$ cat src/rtl/servant_ram_arb.sv
// Two-master Wishbone arbiter in front of the single-port servant RAM.
// Round-robin on collisions, return paths gated by grant, watchdog error on stalled grants.
module servant_ram_arb #(
   parameter int aw      = 10,
   parameter int TIMEOUT = 15
) (
   input  logic          i_wb_clk,
   input  logic          i_wb_rst,
   input  logic [aw-3:0] i_wb_m0_adr,
   input  logic [31:0]   i_wb_m0_dat,
   input  logic [3:0]    i_wb_m0_sel,
   input  logic          i_wb_m0_we,
   input  logic          i_wb_m0_cyc,
   output logic [31:0]   o_wb_m0_rdt,
   output logic          o_wb_m0_ack,
   output logic          o_wb_m0_err,
   input  logic [aw-3:0] i_wb_m1_adr,
   input  logic [31:0]   i_wb_m1_dat,
   input  logic [3:0]    i_wb_m1_sel,
   input  logic          i_wb_m1_we,
   input  logic          i_wb_m1_cyc,
   output logic [31:0]   o_wb_m1_rdt,
   output logic          o_wb_m1_ack,
   output logic          o_wb_m1_err,
   output logic [aw-3:0] o_wb_mem_adr,
   output logic [31:0]   o_wb_mem_dat,
   output logic [3:0]    o_wb_mem_sel,
   output logic          o_wb_mem_we,
   output logic          o_wb_mem_cyc,
   input  logic [31:0]   i_wb_mem_rdt,
   input  logic          i_wb_mem_ack
);

   typedef enum logic [1:0] {IDLE, G0, G1} state_e;

   // A zero TIMEOUT still needs a legal one-bit counter; it is simply never compared.
   localparam int            CW       = (TIMEOUT > 0) ? $clog2(TIMEOUT + 1) : 1;
   localparam logic [CW-1:0] CNT_LAST = (TIMEOUT > 0) ? CW'(TIMEOUT - 1) : '0;
   localparam logic [CW-1:0] CNT_MAX  = '1;

   state_e        state_q, state_d;
   logic          last_q, last_d;
   logic [CW-1:0] cnt_q, cnt_d;

   logic g0, g1, gnt_cyc, expire;

   always_comb begin
      g0      = (state_q == G0);
      g1      = (state_q == G1);
      gnt_cyc = (g0 & i_wb_m0_cyc) | (g1 & i_wb_m1_cyc);
      // Ack on the expiry cycle wins; an aborting master gets no error either.
      expire  = (TIMEOUT != 0) && gnt_cyc && !i_wb_mem_ack && (cnt_q == CNT_LAST);

      o_wb_mem_adr = g0 ? i_wb_m0_adr : g1 ? i_wb_m1_adr : '0;
      o_wb_mem_dat = g0 ? i_wb_m0_dat : g1 ? i_wb_m1_dat : '0;
      o_wb_mem_sel = g0 ? i_wb_m0_sel : g1 ? i_wb_m1_sel : '0;
      o_wb_mem_we  = (g0 & i_wb_m0_we) | (g1 & i_wb_m1_we);
      o_wb_mem_cyc = gnt_cyc;

      o_wb_m0_ack = g0 & i_wb_mem_ack;
      o_wb_m0_err = g0 & expire;
      o_wb_m0_rdt = g0 ? i_wb_mem_rdt : '0;
      o_wb_m1_ack = g1 & i_wb_mem_ack;
      o_wb_m1_err = g1 & expire;
      o_wb_m1_rdt = g1 ? i_wb_mem_rdt : '0;
   end

   always_comb begin
      // NOTE: every next-state variable gets a default first so no path infers a latch.
      state_d = state_q;
      last_d  = last_q;
      cnt_d   = (cnt_q == CNT_MAX) ? cnt_q : cnt_q + CW'(1);
      unique case (state_q)
         IDLE: begin
            cnt_d = '0;
            if (i_wb_m0_cyc && i_wb_m1_cyc) begin
               state_d = last_q ? G0 : G1;
               last_d  = !last_q;
            end else if (i_wb_m0_cyc) begin
               state_d = G0;
            end else if (i_wb_m1_cyc) begin
               state_d = G1;
            end
         end
         G0: if (i_wb_mem_ack || !i_wb_m0_cyc || expire) state_d = IDLE;
         G1: if (i_wb_mem_ack || !i_wb_m1_cyc || expire) state_d = IDLE;
         default: state_d = IDLE;
      endcase
   end

   always_ff @(posedge i_wb_clk or posedge i_wb_rst) begin
      if (i_wb_rst) begin
         state_q <= IDLE;
         last_q  <= 1'b1;
         cnt_q   <= '0;
      end else begin
         state_q <= state_d;
         last_q  <= last_d;
         cnt_q   <= cnt_d;
      end
   end

endmodule

$ cat config.mk
export PLATFORM = sky130hd
export DESIGN_NAME = servant_ram_arb
export DESIGN_NICKNAME = d
export VERILOG_FILES = /design/src/rtl/servant_ram_arb.sv
export SDC_FILE = /design/constraint.sdc
export NUM_CORES = 1
export LEC_CHECK = 0
export BUFFER_PORTS_ARGS = -buffer_cell sky130_fd_sc_hd__buf_2
export CAP_MARGIN = 20
export CORE_AREA = 3 3 92 94
export CTS_CLUSTER_DIAMETER = 40
export DETAILED_ROUTE_END_ITERATION = 8
export DIE_AREA = 0 0 95 97
export GPL_TIMING_DRIVEN = 0
export PLACE_DENSITY_LB_ADDON = 0.08
export SLEW_MARGIN = 25
export SYNTH_ARGS = -nofsm -noshare
export SYNTH_HDL_FRONTEND = slang
export SYNTH_SLANG_ARGS = --single-unit
$ cat constraint.sdc
create_clock -name i_wb_clk -period 1.6 [get_ports i_wb_clk]
set_clock_uncertainty 0.2 [all_clocks]
set_input_delay 0.24 -clock i_wb_clk [delete_from_list [all_inputs] [get_ports i_wb_clk]]
set_output_delay 0.24 -clock i_wb_clk [all_outputs]
set_load 0.02 [all_outputs]
==> out/qor.csv, run 1 <==
stage;metric;value;unit
outcome;status;finished with violations;
outcome;violations;setup timing;
critical_path;crit_path_end_kind;output port;
die;core-area;7727;um2
synth;netlist_instances;175;
routing;avgRoutedWirePerCell;17.99;um
routing;post_drt_via_cell_ratio;4.530;
hold_path;hold_class;in2reg;
synth;syn_area_per_cell;8.051;um2
grt;grt_pass1_wl;12.32;mm
run;cap_violations;0;
timing;period_share;1.212;
grt;grt_max_degree;11;
layout;syn_to_final_growth;210.8;%
grt;grt_pass1_vias;2237;
grt;antenna_found_initial;1;
placed_design;io_buffers;240;
critical_path;crit_fanout;7;
layout;seq_area;178.9;um2
clock_tree;clock-root-buffer;clkbuf_8;
critical_path;max_stage_delay;0.39;ns
synth;muxShareOfSynthArea;0;
critical_path;cp.arrival;1.50;ns
timing;min_period;1.939;ns
power_and_ir_drop;power.total;4.612;mW
timing;rsz0062_at_grt;yes;
critical_path;worstPathCellList;nor2b_4 > buf_6 > buf_12 > clkbuf_16 > and2_4 > buf_6;
die;fp-row-count;32;
critical_path;slowest_stage;dfrtp_1;
layout;multi_input_area;1541;um2
routing;firstDrtPassIters;4;
clock_tree;clock_sinks;7;
critical_path;cp_top_family;buffers and inverters;
critical_path;startpoint_type;flop;
clock_tree;cts_max_path_buffers;2;
routing;ant_nets;0;
synth;yosys.area.top_type;and2_1;
synth;syn_nets;304;
timing;setup_tns;-30.01;ns
clock_tree;cts_tree;built;
placed_design;pre_cts_ws;-0.2536;ns
synth;synth_most_common_cell;and2_1;
die;die_w;95;um
timing;fin_ws;-0.3391;ns
routing;postRouteWirelength;9.732;mm
timing;clock.fmax;515.7;MHz
die;start_util;0.1823;
synth;synth-simple-area-share;0.3774;
routing;drc;0;
routing;initialDrtViolationCount;32;
critical_path;cpMostUsedCell;buf_6;
layout;final_util;0.5667;
synth;yosys_warnings;0;
clock_tree;cts_buffers;3;
layout;drive_above_1_share;0.8884;
power_and_ir_drop;p_leak;2.320;nW
synth;postSynth.asyncResetShare;1.000;
timing;slew_violations;0;
synth;synthDistinctLibCells;33;
critical_path;cp_data_required_time;1.16;ns
synth;syn-cell-area;1409;um2
synth;synth_edf_count;0;
placed_design;placed_cell_area;3095;um2
layout;fill_cells;698;
timing;worst_slew_pin_slew;0.3001;ns
die;die_area;9215;um2
synth;synth_top_family_by_area;simple AND/OR/NAND/NOR gates;
synth;synth_compound_area_frac;0.3410;
synth;synth_ff_type;dfrtp_1;
die;pin_count;241;
layout;insertedDiodeCount;0;
synth;yosysTopAreaCellShare;0.2931;
layout;stdcell_area;4379;um2
synth;synth-adder-area-share;0.01776;
timing;max-slew-margin-rel;0.7997;
die;die_height;97;um
power_and_ir_drop;irDropWorstVdd;0.0005005;V
clock_tree;path_clk_slew;0.04;ns
clock_tree;clock_latency;0.23;ns
clock_tree;htreeDepth;1;
synth;yosysSeqAreaShare;0.1252;
grt;grt_usage;0.1689;
timing;setup_viol;114;
routing;vias;2451;
synth;ys_seq_elements;7;
critical_path;worstSetupPathType;reg2out;
timing;finalHoldViolCount;0;
synth;synth.area.top_cells;and2_1 29%, a22o_1 28%, dfrtp_1 11%, buf_6 8.0%, buf_2 2.5%;
synth;synthTopCellsByCount;66 x and2_1, 45 x a22o_1, 10 x buf_6;
power_and_ir_drop;power_density;1053;nW/um2
grt;grt_overflow;0;
layout;final_nets;569;
critical_path;path_buf_inv;4;
placed_design;place_congestion;0.7640;
synth;synth_xor_area_frac;0.006217;
placed_design;dpl.hpwl;7.138;mm
==> tightest hold or removal path: cells and delay by family <==
kind            cells  cell delay, ns
buf+inv             2            0.18
compound gates      1            0.04
==> through the flow <==
step                std cells  hold slack (ns)
finish                    541          0.06884
global route              541          0.08582
CTS                       529          0.05750
detailed placement        517        -0.003418
global placement          517        -0.002318
floorplan                 175          -0.1573
==> flip-flops by register name, indices dropped and copies added, names as in the netlist <==
register	cells
state_q	2
cnt_q	4
last_q	1
==> where the power goes <==
group          switching, mW  internal [mW]  leakage (nW)  total, mW
sequential            0.0617          0.244        0.0872      0.305
combinational           1.77           2.29          2.21       4.05
clock                 0.0819          0.173        0.0228      0.255
==> area by class of cell <==
type,instances,area share
Buffer,16,0.05314
Sequential cell,7,0.04086
Tap cell,102,0.02914
Clock buffer,4,0.01029
Multi-Input combinational cell,142,0.3520
Inverter,4,0.003429
Timing Repair Buffer,266,0.5111
==> layout by cell type (no fill, tap or decap), types with 2 or more instances in the layout <==
cell type  Yosys  routed
buf_2          7     131
buf_6         10     121
and2_4         0      57
a22o_4         0      33
a22o_1        45      12
buf_4          1      12
and2_1        66       9
clkbuf_16      0       6
buf_12         0       5
buf_8          0       5
dfrtp_1        6       4
inv_1          4       3
clkbuf_8       0       3
nor2b_1        2       2
nand2b_4       0       2
a31oi_1        2       2
nor2b_4        2       2
a31o_2         2       2
nand4_1        2       2
a21oi_1        2       2
dfrtp_2        0       2
==> layer usage <==
layer	track usage	share of wire	vias up
met1	0.1822	0.33	1162
met3	0.02566	0.067	22
li1	-	-	1164
met2	0.3406	0.57	101
met5	0	0.0013	-
met4	0.02220	0.026	2
==> worst paths after layout <==
check                             from         endpoint  slack (ns)  cells past startpoint
setup / recovery            state_q[1]  o_wb_m1_rdt[17]       -0.34                      6
hold / removal             i_wb_m0_cyc       state_q[0]        0.07                      3
setup reg to reg              cnt_q[0]         cnt_q[1]        0.08                      4
hold reg to reg                 last_q           last_q        0.33                      1
max in group asynchronous     i_wb_rst           last_q        0.63                      3
min in group asynchronous     i_wb_rst         cnt_q[1]        0.29                      3
==> what timing repair did <==
| item | CTS | global route |
|---|---|---|
| endpoints found under the setup margin | 115 | 115 |
| hold buffers | 1 | 0 |
| gates cloned | 1 | 8 |
| buffers inserted | 8 | 9 |
| hold endpoints to repair | 6 | 0 |
| gates resized for setup | 167 | 149 |
| pin swaps | 17 | 42 |
==> cell families (layout without fill, tap and decap cells) <==
logic type,after synthesis,count (layout)
compound gates,57,57
xor+xnor,1,1
fa+ha+maj,2,2
buf+inv,26,290
flops,7,7
simple gates,82,82
(Power assumes the default switching activity.)
==> inputs of run 2 (changes only) <==
Clock period 1.6 ns to 1.9 ns, I/O delays scaled along.
==> run 2 against run 1 <==
Effect of this change: the flow still finishes with violations (setup timing); cell area down 22%; hold slack improved by 0.038 ns; critical path depth is the same; power decreased by 35%; flip-flop and latch count unchanged; die area stayed put; critical endpoint is now o_wb_m1_rdt[13]; highest routed layer is now met4.
==> out/qor.csv, run 2 (same netlist as run 1, synthesis figures left out) <==
stage;metric;value;unit
critical_path;startpoint_type;flop;
layout;syn_to_final_growth;141.0;%
outcome;status;finished with violations;
timing;setup_viol;70;
timing;worst_slew_pin_slew;0.3111;ns
timing;min_period;1.978;ns
critical_path;crit_path_end_kind;output port;
clock_tree;clock_sinks;7;
timing;finalHoldViolCount;0;
grt;grt_max_degree;11;
clock_tree;htreeDepth;1;
routing;post_drt_via_cell_ratio;4.365;
die;core-area;7727;um2
clock_tree;path_clk_slew;0.04;ns
layout;stdcell_area;3396;um2
placed_design;post-place-cells;517;
clock_tree;cts_max_path_buffers;2;
layout;layout_common_cells;176 x buf_2, 61 x buf_6, 44 x a22o_1;
placed_design;io_buffers;240;
power_and_ir_drop;p_leak;1.922;nW
critical_path;worstSetupPathType;reg2out;
routing;initialDrtViolationCount;33;
layout;mostFrequentLayoutCell;buf_2;
placed_design;dpl.hpwl;7.264;mm
die;pin_count;241;
timing;fin_ws;-0.07840;ns
die;die_area;9215;um2
die;fp-row-count;32;
layout;final_cell_count_no_fill;529;
layout;reg_top3;cnt_q: 4 flops, state_q: 2 flops, last_q: 1 flops;
critical_path;cp_data_required_time;1.41;ns
die;start_util;0.1823;
grt;grt_pass1_vias;2194;
timing;rsz0062_at_grt;yes;
critical_path;worstPathCellList;nor2b_4 > buf_8 > buf_8 > clkbuf_16 > and2_4 > buf_6;
hold_path;hold_class;in2reg;
clock_tree;clock_latency;0.22;ns
grt;antenna_found_initial;0;
grt;grt_usage;0.1669;
die;die_w;95;um
layout;insertedDiodeCount;0;
timing;period_share;1.041;
clock_tree;cts_tree;built;
timing;clock.fmax;505.5;MHz
critical_path;cp.arrival;1.49;ns
timing;max-slew-margin-rel;0.7921;
routing;ant_nets;0;
grt;grt_pass1_wl;11.98;mm
layout;fill_cells;804;
placed_design;place_congestion;0.8634;
run;cap_violations;0;
routing;vias;2309;
grt;grt_overflow;0;
routing;firstDrtPassIters;4;
layout;drive_above_1_share;0.7237;
power_and_ir_drop;irDropWorstVdd;0.0005542;V
critical_path;slowest_stage;dfrtp_2;
layout;final_util;0.4394;
critical_path;crit_fanout;7;
layout;final_nets;557;
routing;avgRoutedWirePerCell;16.59;um
routing;postRouteWirelength;8.777;mm
power_and_ir_drop;power_density;882.1;nW/um2
clock_tree;cts_buffers;3;
routing;drc;0;
timing;slew_violations;0;
die;die_height;97;um
outcome;violations;setup timing;
placed_design;placed_cell_area;2744;um2
critical_path;cpMostUsedCell;buf_8;
layout;largest_reg_flops;4;
critical_path;max_stage_delay;0.43;ns
placed_design;pre_cts_ws;0.02196;ns
clock_tree;clock-root-buffer;clkbuf_8;
power_and_ir_drop;power.total;2.995;mW
layout;largest-register;cnt_q;
run 2: cell types whose count changed in the layout (fill, tap and decap cells not counted), moves of 32 or more:
cell / before / now
buf_6: 121 / 61
and2_4: 57 / 23
a22o_4: 33 / 1
and2_1: 9 / 43
a22o_1: 12 / 44
buf_2: 131 / 176
run 2: worst max-delay path: cells and delay by family, from the launching register on:
| family | cells | cell delay, ns |
|---|---|---|
| DFF | 1 | 0.43 |
| buffers and inverters | 4 | 0.55 |
| and+or+nand+nor | 2 | 0.29 |
run 2: final timing paths:
check | startpoint | endpoint | slack, ns | cells after the start
setup reg to reg | cnt_q[1] | state_q[0] | 0.41 | 3
hold / removal | i_wb_m0_cyc | state_q[0] | 0.11 | 3
setup / recovery | state_q[1] | o_wb_m1_rdt[13] | -0.08 | 6
max in group asynchronous | i_wb_rst | last_q | 0.89 | 3
min in group asynchronous | i_wb_rst | cnt_q[0] | 0.34 | 3
hold reg to reg | last_q | last_q | 0.33 | 1
run 2: final cells by class:
class	instances	area [um2]	share of cell area
Timing Repair Buffer	251	1689	0.4974
Tap cell	102	127.6	0.03758
Sequential cell	7	178.9	0.05269
Multi-Input combinational cell	142	1139	0.3353
Buffer	19	201.4	0.05932
Inverter	4	15.01	0.004422
Clock buffer	4	45.04	0.01326
run 2: what timing repair did:
item	4_1_cts	5_1_grt
setup endpoints to repair	112	114
buffers inserted	5	2
hold endpoints to repair	6	0
pin swaps	8	16
gates resized for setup	111	65
hold buffers	1	0
cloned	1	3
run 2: layer usage:
| metal | wire, um | track usage | share of wire | up-vias |
|---|---|---|---|---|
| li1 | - | - | - | 1138 |
| met4 | 204 | 0.05216 | 0.023 | 0 |
| met3 | 1103 | 0.07154 | 0.13 | 14 |
| met1 | 2854 | 0.1593 | 0.33 | 1049 |
| met2 | 4615 | 0.3134 | 0.53 | 108 |
| met5 | 0 | 0 | 0 | - |
run 2: through the flow:
step                hold WS [ns]  setup TNS (ns)
floorplan                -0.1123               0
global placement         0.04574               0
detailed placement       0.03683               0
CTS                       0.1089          -8.373
global route              0.1054          -10.77
finish                    0.1071          -3.071
run 2: power by group:
| part | switching (mW) | internal, mW | total [mW] |
|---|---|---|---|
| logic | 1.29 | 1.26 | 2.55 |
| clock network | 0.0596 | 0.145 | 0.204 |
| registers | 0.0382 | 0.204 | 0.243 |
